**config.mk**
```make
export PLATFORM = sky130hd
export DESIGN_NAME = mc_ctrl_flat
export DESIGN_NICKNAME = d
export VERILOG_FILES = /design/src/rtl/mc_ctrl_if.sv /design/src/rtl/mc_ctrl.sv /design/src/flat_wrapper.sv
export SDC_FILE = /design/constraint.sdc
export NUM_CORES = 1
export LEC_CHECK = 0
export CAP_MARGIN = 20
export CORE_ASPECT_RATIO = 0.5
export CORE_MARGIN = 3
export CORE_UTILIZATION = 47
export DETAILED_ROUTE_END_ITERATION = 10
export PLACE_DENSITY = 0.88
export SLEW_MARGIN = 20
export SYNTH_ARGS = -nofsm -noshare
export SYNTH_HDL_FRONTEND = slang
export SYNTH_SLANG_ARGS = --single-unit
```
**constraint.sdc**
```tcl
create_clock -name clk -period 4.3 [get_ports clk]
set_clock_uncertainty 0.15 [all_clocks]
set_input_delay 1.29 -clock clk [delete_from_list [all_inputs] [get_ports clk]]
set_output_delay 1.29 -clock clk [all_outputs]
set_load 0.02 [all_outputs]
```
**src/rtl/mc_ctrl_if.sv**
```systemverilog
// Handshake and control bundle between the multicycle controller and its datapath/memory.
interface mc_ctrl_if;
  logic [5:0] opcode;
  logic [5:0] funct;
  logic       mem_ready;
  logic [2:0] state;
  logic       ir_write;
  logic       pc_write;
  logic       pc_write_cond;
  logic [1:0] jump;
  logic [1:0] branch;
  logic       mem_read;
  logic       mem_write;
  logic       reg_write;
  logic [1:0] reg_dst;
  logic [1:0] wd_sel;
  logic       alu_src;
  logic [2:0] alu_op;
  logic       fault;

  modport master (
    output opcode, funct, mem_ready,
    input  state, ir_write, pc_write, pc_write_cond, jump, branch, mem_read, mem_write,
    input  reg_write, reg_dst, wd_sel, alu_src, alu_op, fault
  );

  modport slave (
    input  opcode, funct, mem_ready,
    output state, ir_write, pc_write, pc_write_cond, jump, branch, mem_read, mem_write,
    output reg_write, reg_dst, wd_sel, alu_src, alu_op, fault
  );
endinterface

```
**src/rtl/mc_ctrl.sv**
```systemverilog
// Multicycle MIPS-subset controller: FETCH/DECODE/EXEC/MEM/WB sequencing with memory
// wait timeout and a sticky fault that parks the machine in HALT until reset.
module mc_ctrl #(
  parameter int unsigned MEM_WAIT_MAX = 15
) (
  input logic      clk,
  input logic      rstn,
  mc_ctrl_if.slave bus
);

  localparam int unsigned WaitW = (MEM_WAIT_MAX > 1) ? $clog2(MEM_WAIT_MAX) : 1;
  localparam logic [WaitW-1:0] WaitLast = WaitW'(MEM_WAIT_MAX - 1);

  typedef enum logic [2:0] {
    StFetch  = 3'd0,
    StDecode = 3'd1,
    StExec   = 3'd2,
    StMem    = 3'd3,
    StWb     = 3'd4,
    StHalt   = 3'd7
  } state_e;

  typedef enum logic [3:0] {
    InAddu, InSubu, InAnd, InOr, InSlt, InJr, InOri, InLui,
    InLw, InSw, InBeq, InBne, InJ, InJal, InIllegal
  } instr_e;

  state_e           state_q;
  logic             fault_q;
  logic             run_q;   // low until the first edge after reset release
  logic [WaitW-1:0] wait_q;
  instr_e           instr;
  logic             is_ctrl;
  logic             is_mem;
  logic             wait_expired;

  // Classify the instruction held in IR.
  always_comb begin
    instr = InIllegal;
    case (bus.opcode)
      6'h00: begin
        case (bus.funct)
          6'h21:   instr = InAddu;
          6'h23:   instr = InSubu;
          6'h24:   instr = InAnd;
          6'h25:   instr = InOr;
          6'h2a:   instr = InSlt;
          6'h08:   instr = InJr;
          default: instr = InIllegal;
        endcase
      end
      6'h0d:   instr = InOri;
      6'h0f:   instr = InLui;
      6'h23:   instr = InLw;
      6'h2b:   instr = InSw;
      6'h04:   instr = InBeq;
      6'h05:   instr = InBne;
      6'h02:   instr = InJ;
      6'h03:   instr = InJal;
      default: instr = InIllegal;
    endcase
  end

  assign is_ctrl      = instr inside {InJr, InBeq, InBne, InJ, InJal};
  assign is_mem       = instr inside {InLw, InSw};
  assign wait_expired = (wait_q == WaitLast);

  // State sequencing, memory wait counting and sticky fault.
  always_ff @(posedge clk or negedge rstn) begin
    if (!rstn) begin
      state_q <= StFetch;
      fault_q <= 1'b0;
      run_q   <= 1'b0;
      wait_q  <= '0;
    end else if (!run_q) begin
      run_q <= 1'b1;
    end else begin
      unique case (state_q)
        StFetch: begin
          if (bus.mem_ready) begin
            state_q <= StDecode;
          end else if (wait_expired) begin
            fault_q <= 1'b1;
            state_q <= StHalt;
          end else begin
            wait_q <= wait_q + 1'b1;
          end
        end
        StDecode: begin
          wait_q <= '0;
          if (instr == InIllegal) begin
            fault_q <= 1'b1;
            state_q <= StHalt;
          end else if (is_ctrl) begin
            state_q <= StFetch;
          end else begin
            state_q <= StExec;
          end
        end
        StExec: begin
          wait_q  <= '0;
          state_q <= is_mem ? StMem : StWb;
        end
        StMem: begin
          if (bus.mem_ready) begin
            wait_q  <= '0;
            state_q <= (instr == InLw) ? StWb : StFetch;
          end else if (wait_expired) begin
            fault_q <= 1'b1;
            state_q <= StHalt;
          end else begin
            wait_q <= wait_q + 1'b1;
          end
        end
        StWb: begin
          wait_q  <= '0;
          state_q <= StFetch;
        end
        StHalt: ;
        default: begin
          fault_q <= 1'b1;
          state_q <= StHalt;
        end
      endcase
    end
  end

  // Control strobes: Moore on state plus decode, FETCH load and MEM exit qualified by mem_ready.
  always_comb begin
    bus.ir_write      = 1'b0;
    bus.pc_write      = 1'b0;
    bus.pc_write_cond = 1'b0;
    bus.jump          = 2'b00;
    bus.branch        = 2'b00;
    bus.mem_read      = 1'b0;
    bus.mem_write     = 1'b0;
    bus.reg_write     = 1'b0;
    bus.reg_dst       = 2'b00;
    bus.wd_sel        = 2'b00;
    bus.alu_src       = 1'b0;
    bus.alu_op        = 3'b000;
    if (run_q) begin
      unique case (state_q)
        StFetch: begin
          bus.mem_read = 1'b1;
          bus.ir_write = bus.mem_ready;
          bus.pc_write = bus.mem_ready;
        end
        StDecode: begin
          case (instr)
            InJ:  begin bus.jump = 2'b01; bus.pc_write = 1'b1; end
            InJr: begin bus.jump = 2'b10; bus.pc_write = 1'b1; end
            InJal: begin
              bus.jump      = 2'b01;
              bus.pc_write  = 1'b1;
              bus.reg_write = 1'b1;
              bus.reg_dst   = 2'b10;
              bus.wd_sel    = 2'b10;
            end
            InBeq: begin bus.branch = 2'b01; bus.pc_write_cond = 1'b1; end
            InBne: begin bus.branch = 2'b10; bus.pc_write_cond = 1'b1; end
            default: ;
          endcase
        end
        StExec: begin
          case (instr)
            InSubu:     bus.alu_op = 3'b001;
            InAnd:      bus.alu_op = 3'b010;
            InOr:       bus.alu_op = 3'b011;
            InSlt:      bus.alu_op = 3'b100;
            InOri:      begin bus.alu_op = 3'b011; bus.alu_src = 1'b1; end
            InLui:      begin bus.alu_op = 3'b101; bus.alu_src = 1'b1; end
            InLw, InSw: begin bus.alu_op = 3'b000; bus.alu_src = 1'b1; end
            default:    bus.alu_op = 3'b000;
          endcase
        end
        StMem: begin
          bus.mem_read  = (instr == InLw);
          bus.mem_write = (instr == InSw);
        end
        StWb: begin
          bus.reg_write = 1'b1;
          bus.reg_dst   = (bus.opcode == 6'h00) ? 2'b01 : 2'b00;
          bus.wd_sel    = (instr == InLw) ? 2'b01 : 2'b00;
        end
        StHalt: ;
        default: ;
      endcase
    end
  end

  assign bus.state = state_q;
  assign bus.fault = fault_q;

endmodule

```
**src/flat_wrapper.sv**
```systemverilog
// flat-port wrapper written by rule: the top's interface ports become plain ports
module mc_ctrl_flat 
#(
  parameter int unsigned MEM_WAIT_MAX = 15
)
  (clk, rstn, bus_opcode, bus_funct, bus_mem_ready, bus_state, bus_ir_write, bus_pc_write, bus_pc_write_cond, bus_jump, bus_branch, bus_mem_read, bus_mem_write, bus_reg_write, bus_reg_dst, bus_wd_sel, bus_alu_src, bus_alu_op, bus_fault);
  mc_ctrl_if bus_i ();
  input logic clk;
  input logic rstn;
  input wire logic [$bits(bus_i.opcode)-1:0] bus_opcode;
  input wire logic [$bits(bus_i.funct)-1:0] bus_funct;
  input wire logic [$bits(bus_i.mem_ready)-1:0] bus_mem_ready;
  output wire logic [$bits(bus_i.state)-1:0] bus_state;
  output wire logic [$bits(bus_i.ir_write)-1:0] bus_ir_write;
  output wire logic [$bits(bus_i.pc_write)-1:0] bus_pc_write;
  output wire logic [$bits(bus_i.pc_write_cond)-1:0] bus_pc_write_cond;
  output wire logic [$bits(bus_i.jump)-1:0] bus_jump;
  output wire logic [$bits(bus_i.branch)-1:0] bus_branch;
  output wire logic [$bits(bus_i.mem_read)-1:0] bus_mem_read;
  output wire logic [$bits(bus_i.mem_write)-1:0] bus_mem_write;
  output wire logic [$bits(bus_i.reg_write)-1:0] bus_reg_write;
  output wire logic [$bits(bus_i.reg_dst)-1:0] bus_reg_dst;
  output wire logic [$bits(bus_i.wd_sel)-1:0] bus_wd_sel;
  output wire logic [$bits(bus_i.alu_src)-1:0] bus_alu_src;
  output wire logic [$bits(bus_i.alu_op)-1:0] bus_alu_op;
  output wire logic [$bits(bus_i.fault)-1:0] bus_fault;
  assign bus_i.opcode = bus_opcode;
  assign bus_i.funct = bus_funct;
  assign bus_i.mem_ready = bus_mem_ready;
  assign bus_state = bus_i.state;
  assign bus_ir_write = bus_i.ir_write;
  assign bus_pc_write = bus_i.pc_write;
  assign bus_pc_write_cond = bus_i.pc_write_cond;
  assign bus_jump = bus_i.jump;
  assign bus_branch = bus_i.branch;
  assign bus_mem_read = bus_i.mem_read;
  assign bus_mem_write = bus_i.mem_write;
  assign bus_reg_write = bus_i.reg_write;
  assign bus_reg_dst = bus_i.reg_dst;
  assign bus_wd_sel = bus_i.wd_sel;
  assign bus_alu_src = bus_i.alu_src;
  assign bus_alu_op = bus_i.alu_op;
  assign bus_fault = bus_i.fault;
  mc_ctrl #(.MEM_WAIT_MAX(MEM_WAIT_MAX)) u_core (.clk(clk), .rstn(rstn), .bus(bus_i));
endmodule
```
==> results.yml <==
logic_synthesis:
  synth_fa_ha_area_share_pct: 2.03
  synth-seq-cells: 9
  synth.distinct_cells: 52
  synth_top_family_by_area: "simple AND/OR/NAND/NOR gates"
  ys.flop_type: "dfrtp_1"
  avgSynthCellArea_um2: 6.82
  syn_nets: 198
  ys_warn_count: 0
  yosysSeqAreaShare_pct: 18.2
  synth_edf_count: 0
  syn-cell-area_mm2: 0.00123
  syn_inst: 181
  yosys-mux-area-fraction_pct: 0
  async_flop_share_pct: 100
  synthSimpleGateAreaFrac_pct: 40.1
  synth_compound_area_share_pct: 27.6
  synth_xor_area_share_pct: 3.55
route:
  ant_nets: 0
  drt_iter0_markers: 226
  drc_errors: 0
  wl_per_cell_um: 18.0
  routed_wl_um: 5160
  viasPerCell: 6.41
  vias: 1833
  first_pass_iters: 5
power:
  p_per_area_mw_per_mm2: 198
  ir_drop_mv: 0.313
  p_leak_nw: 0.915
timing:
  fin_crit_sh_pct: 102
  relSlewSlack_pct: 65.4
  finalCriticalPeriod_ns: 4.38
  finalSetupViolations: 10
  worst_pin_slew_ns: 0.518
  hold_viol_final: 0
  hold_ws_ns: 0.435
  finalSetupTns_ns: -0.507
  grt_setup_unrepaired: "true"
  slew_viol_final: 0
  fin_ws_ns: -0.0807
  max_clock_freq_ghz: 0.228
cells_and_area:
  diodes: 0
  design_area_mm2: 0.00207
  final_net_count: 269
  drive_above_1_share_pct: 41.4
  instances_no_fill: 286
  syn_to_final_growth_pct: 67.6
die:
  die_h_um: 42.2
  start_util_pct: 52.4
  fp-row-count: 12
  core-area_mm2: 0.00236
  io_pins: 37
  die_w_um: 78.5
  die_area_mm2: 0.00332
status:
  violations: "negative setup slack"
  outcome: "finished with violations"
place:
  dp_hpwl_um: 3010
  io_buffers: 36
  placed_cells: 274
  placed_area_mm2: 0.00184
  gp_congestion: 0.942
clock_tree:
  htree_levels: 1
  path_clk_slew_ns: 0.04
  numCtsBuffers: 3
  clockBufferDepth: 2
  root_buffer: "clkbuf_8"
  cts_tree: "yes"
  clk_latency_ns: 0.23
  clock-sinks: 9
setup_path:
  worstPathArrival_ns: 2.94
  r2r_cells: 6
  crit_path_start_kind: "primary input"
  worstPathRequired_ns: 2.86
  critPathMaxStageDelay_ns: 0.36
  cp_cell_sequence: "dlygate4sd2_1, nor2_4, buf_4, nand2_1, o311a_1, o21ai_1, nand4_1, nor2_1, buf_4"
  cp-endpoint: "bus_jump[1]"
  r2r_setup_slack_ns: 2.20
  crit_slowest_cell: "o311a_1"
  critPathCaptureType: "output pin"
  path_max_fanout: 4
  crit_top_cell: "buf_4"
  worstSetupPathType: "primary input to output pin"
  r2r-start: "u_core.bus.state[0]"
  cp-startpoint: "bus_opcode[4]"
  timing.rr.end: "u_core.wait_q[0]"
grt:
  grt-ovfl-total: 0
  grt_antenna_before_repair: 0
  grt_max_degree: 19
  grtUsageTotal_pct: 27.6
  grt_pass1_wl_um: 7470
  grt_pass1_vias: 1608
min_path:
  min_path_type: "flip-flop to flip-flop"
run:
  drv_cap: 0
==> Yosys cell counts (all sizes together), types with 4 or more instances <==
library cell	n	share of area [%]
nand3	9	4.1
o22ai	5	2.5
buf	5	2.6
o211ai	4	2.4
nand4	4	2.0
nor3	8	3.2
nor2b	5	2.5
a21oi	15	6.1
nand2b	6	3.0
nand2	17	5.2
inv	11	3.3
o21ai	8	3.2
nor2	22	6.9
clkbuf	7	2.2
dfrtp	9	18
==> repair_timing <==
action,4_1_cts,5_1_grt
pin swaps,18,22
setup buffers,5,4
setup endpoints to repair,17,15
hold buffers,0,0
resized for setup,103,48
==> cell usage in the layout, fill, tap and decap left out, types with 5 or more instances in the layout <==
master | synthesis | routed
dfrtp_1 | 9 | 9
dlygate4sd2_1 | 0 | 5
inv_1 | 11 | 11
nor2_1 | 21 | 16
a21oi_1 | 15 | 12
clkdlybuf4s50_1 | 0 | 7
nand2b_1 | 6 | 6
buf_4 | 3 | 42
buf_2 | 2 | 5
nor2b_1 | 5 | 5
buf_6 | 0 | 7
clkbuf_2 | 1 | 7
nand3_1 | 8 | 7
nand2_1 | 17 | 17
o21ai_0 | 5 | 5
==> state kept, by name, summed over array words and instances, names as in the netlist <==
signal and count:
u_core.bus.fault 1, u_core.bus.state 3, u_core.run_q 1, u_core.wait_q 4
==> cells by family after synthesis <==
kind of cell             after synthesis
AND/OR/NAND/NOR                       91
AO/OA/AOI/OAI                         50
buffers and inverters                 23
flip-flops                             9
XOR/XNOR                               5
adder cells (fa/ha/maj)                2
other                                  1
==> layer usage <==
layer / GRT usage, % / vias to the layer above / share of wire, %
met5: 0 / - / 0
met3: 1.50 / 44 / 9.1
met2: 51.2 / 135 / 46
li1: - / 804 / -
met4: 10.1 / 0 / 5.8
met1: 34.0 / 850 / 39
==> critical path, delay by kind of cell <==
family / cells / cell delay [ns]
buf+inv: 3 / 0.59
compound gates: 2 / 0.54
simple gates: 4 / 0.52
==> through the flow <==
stage | power, mW | worst slack, ns | utilization, %
finish | 0.410 | -0.0807 | 87.8
CTS | 0.393 | -0.110 | 83.5
detailed placement | 0.285 | -0.912 | 78.2
global placement | 0.276 | -0.851 | 78.2
global route | 0.436 | -0.127 | 87.8
floorplan | 0.221 | -0.0119 | -
==> cell type report <==
| type | count | area, µm² |
|---|---|---|
| clock buffers | 3 | 41.3 |
| clock inverters | 1 | 5.00 |
| fillers | 113 | 288 |
| inverters | 11 | 41.3 |
| multi-input cells | 149 | 1080 |
| flip-flops and latches | 9 | 225 |
| well taps | 35 | 43.8 |
| repair buffers | 78 | 636 |
==> power breakdown <==
group	total, mW	switching (mW)	internal [mW]
Clock	0.0979	0.0346	0.0632
Sequential	0.133	0.0247	0.109
Combinational	0.178	0.0929	0.0856
Total	0.410	0.152	0.257
==> how the worst min path moves through the flow <==
stage,start,to,slack [ns],cells past startpoint
finish,u_core.bus.fault,u_core.bus.fault,0.44,2
global route,u_core.bus.fault,u_core.bus.fault,0.45,2
CTS,u_core.wait_q[2],u_core.wait_q[2],0.43,2
detailed placement,u_core.wait_q[2],u_core.wait_q[2],0.42,2
global placement,u_core.wait_q[2],u_core.wait_q[2],0.40,2
floorplan,u_core.wait_q[3],u_core.wait_q[3],0.36,2
Note: power is estimated with default switching activity, not from simulation.
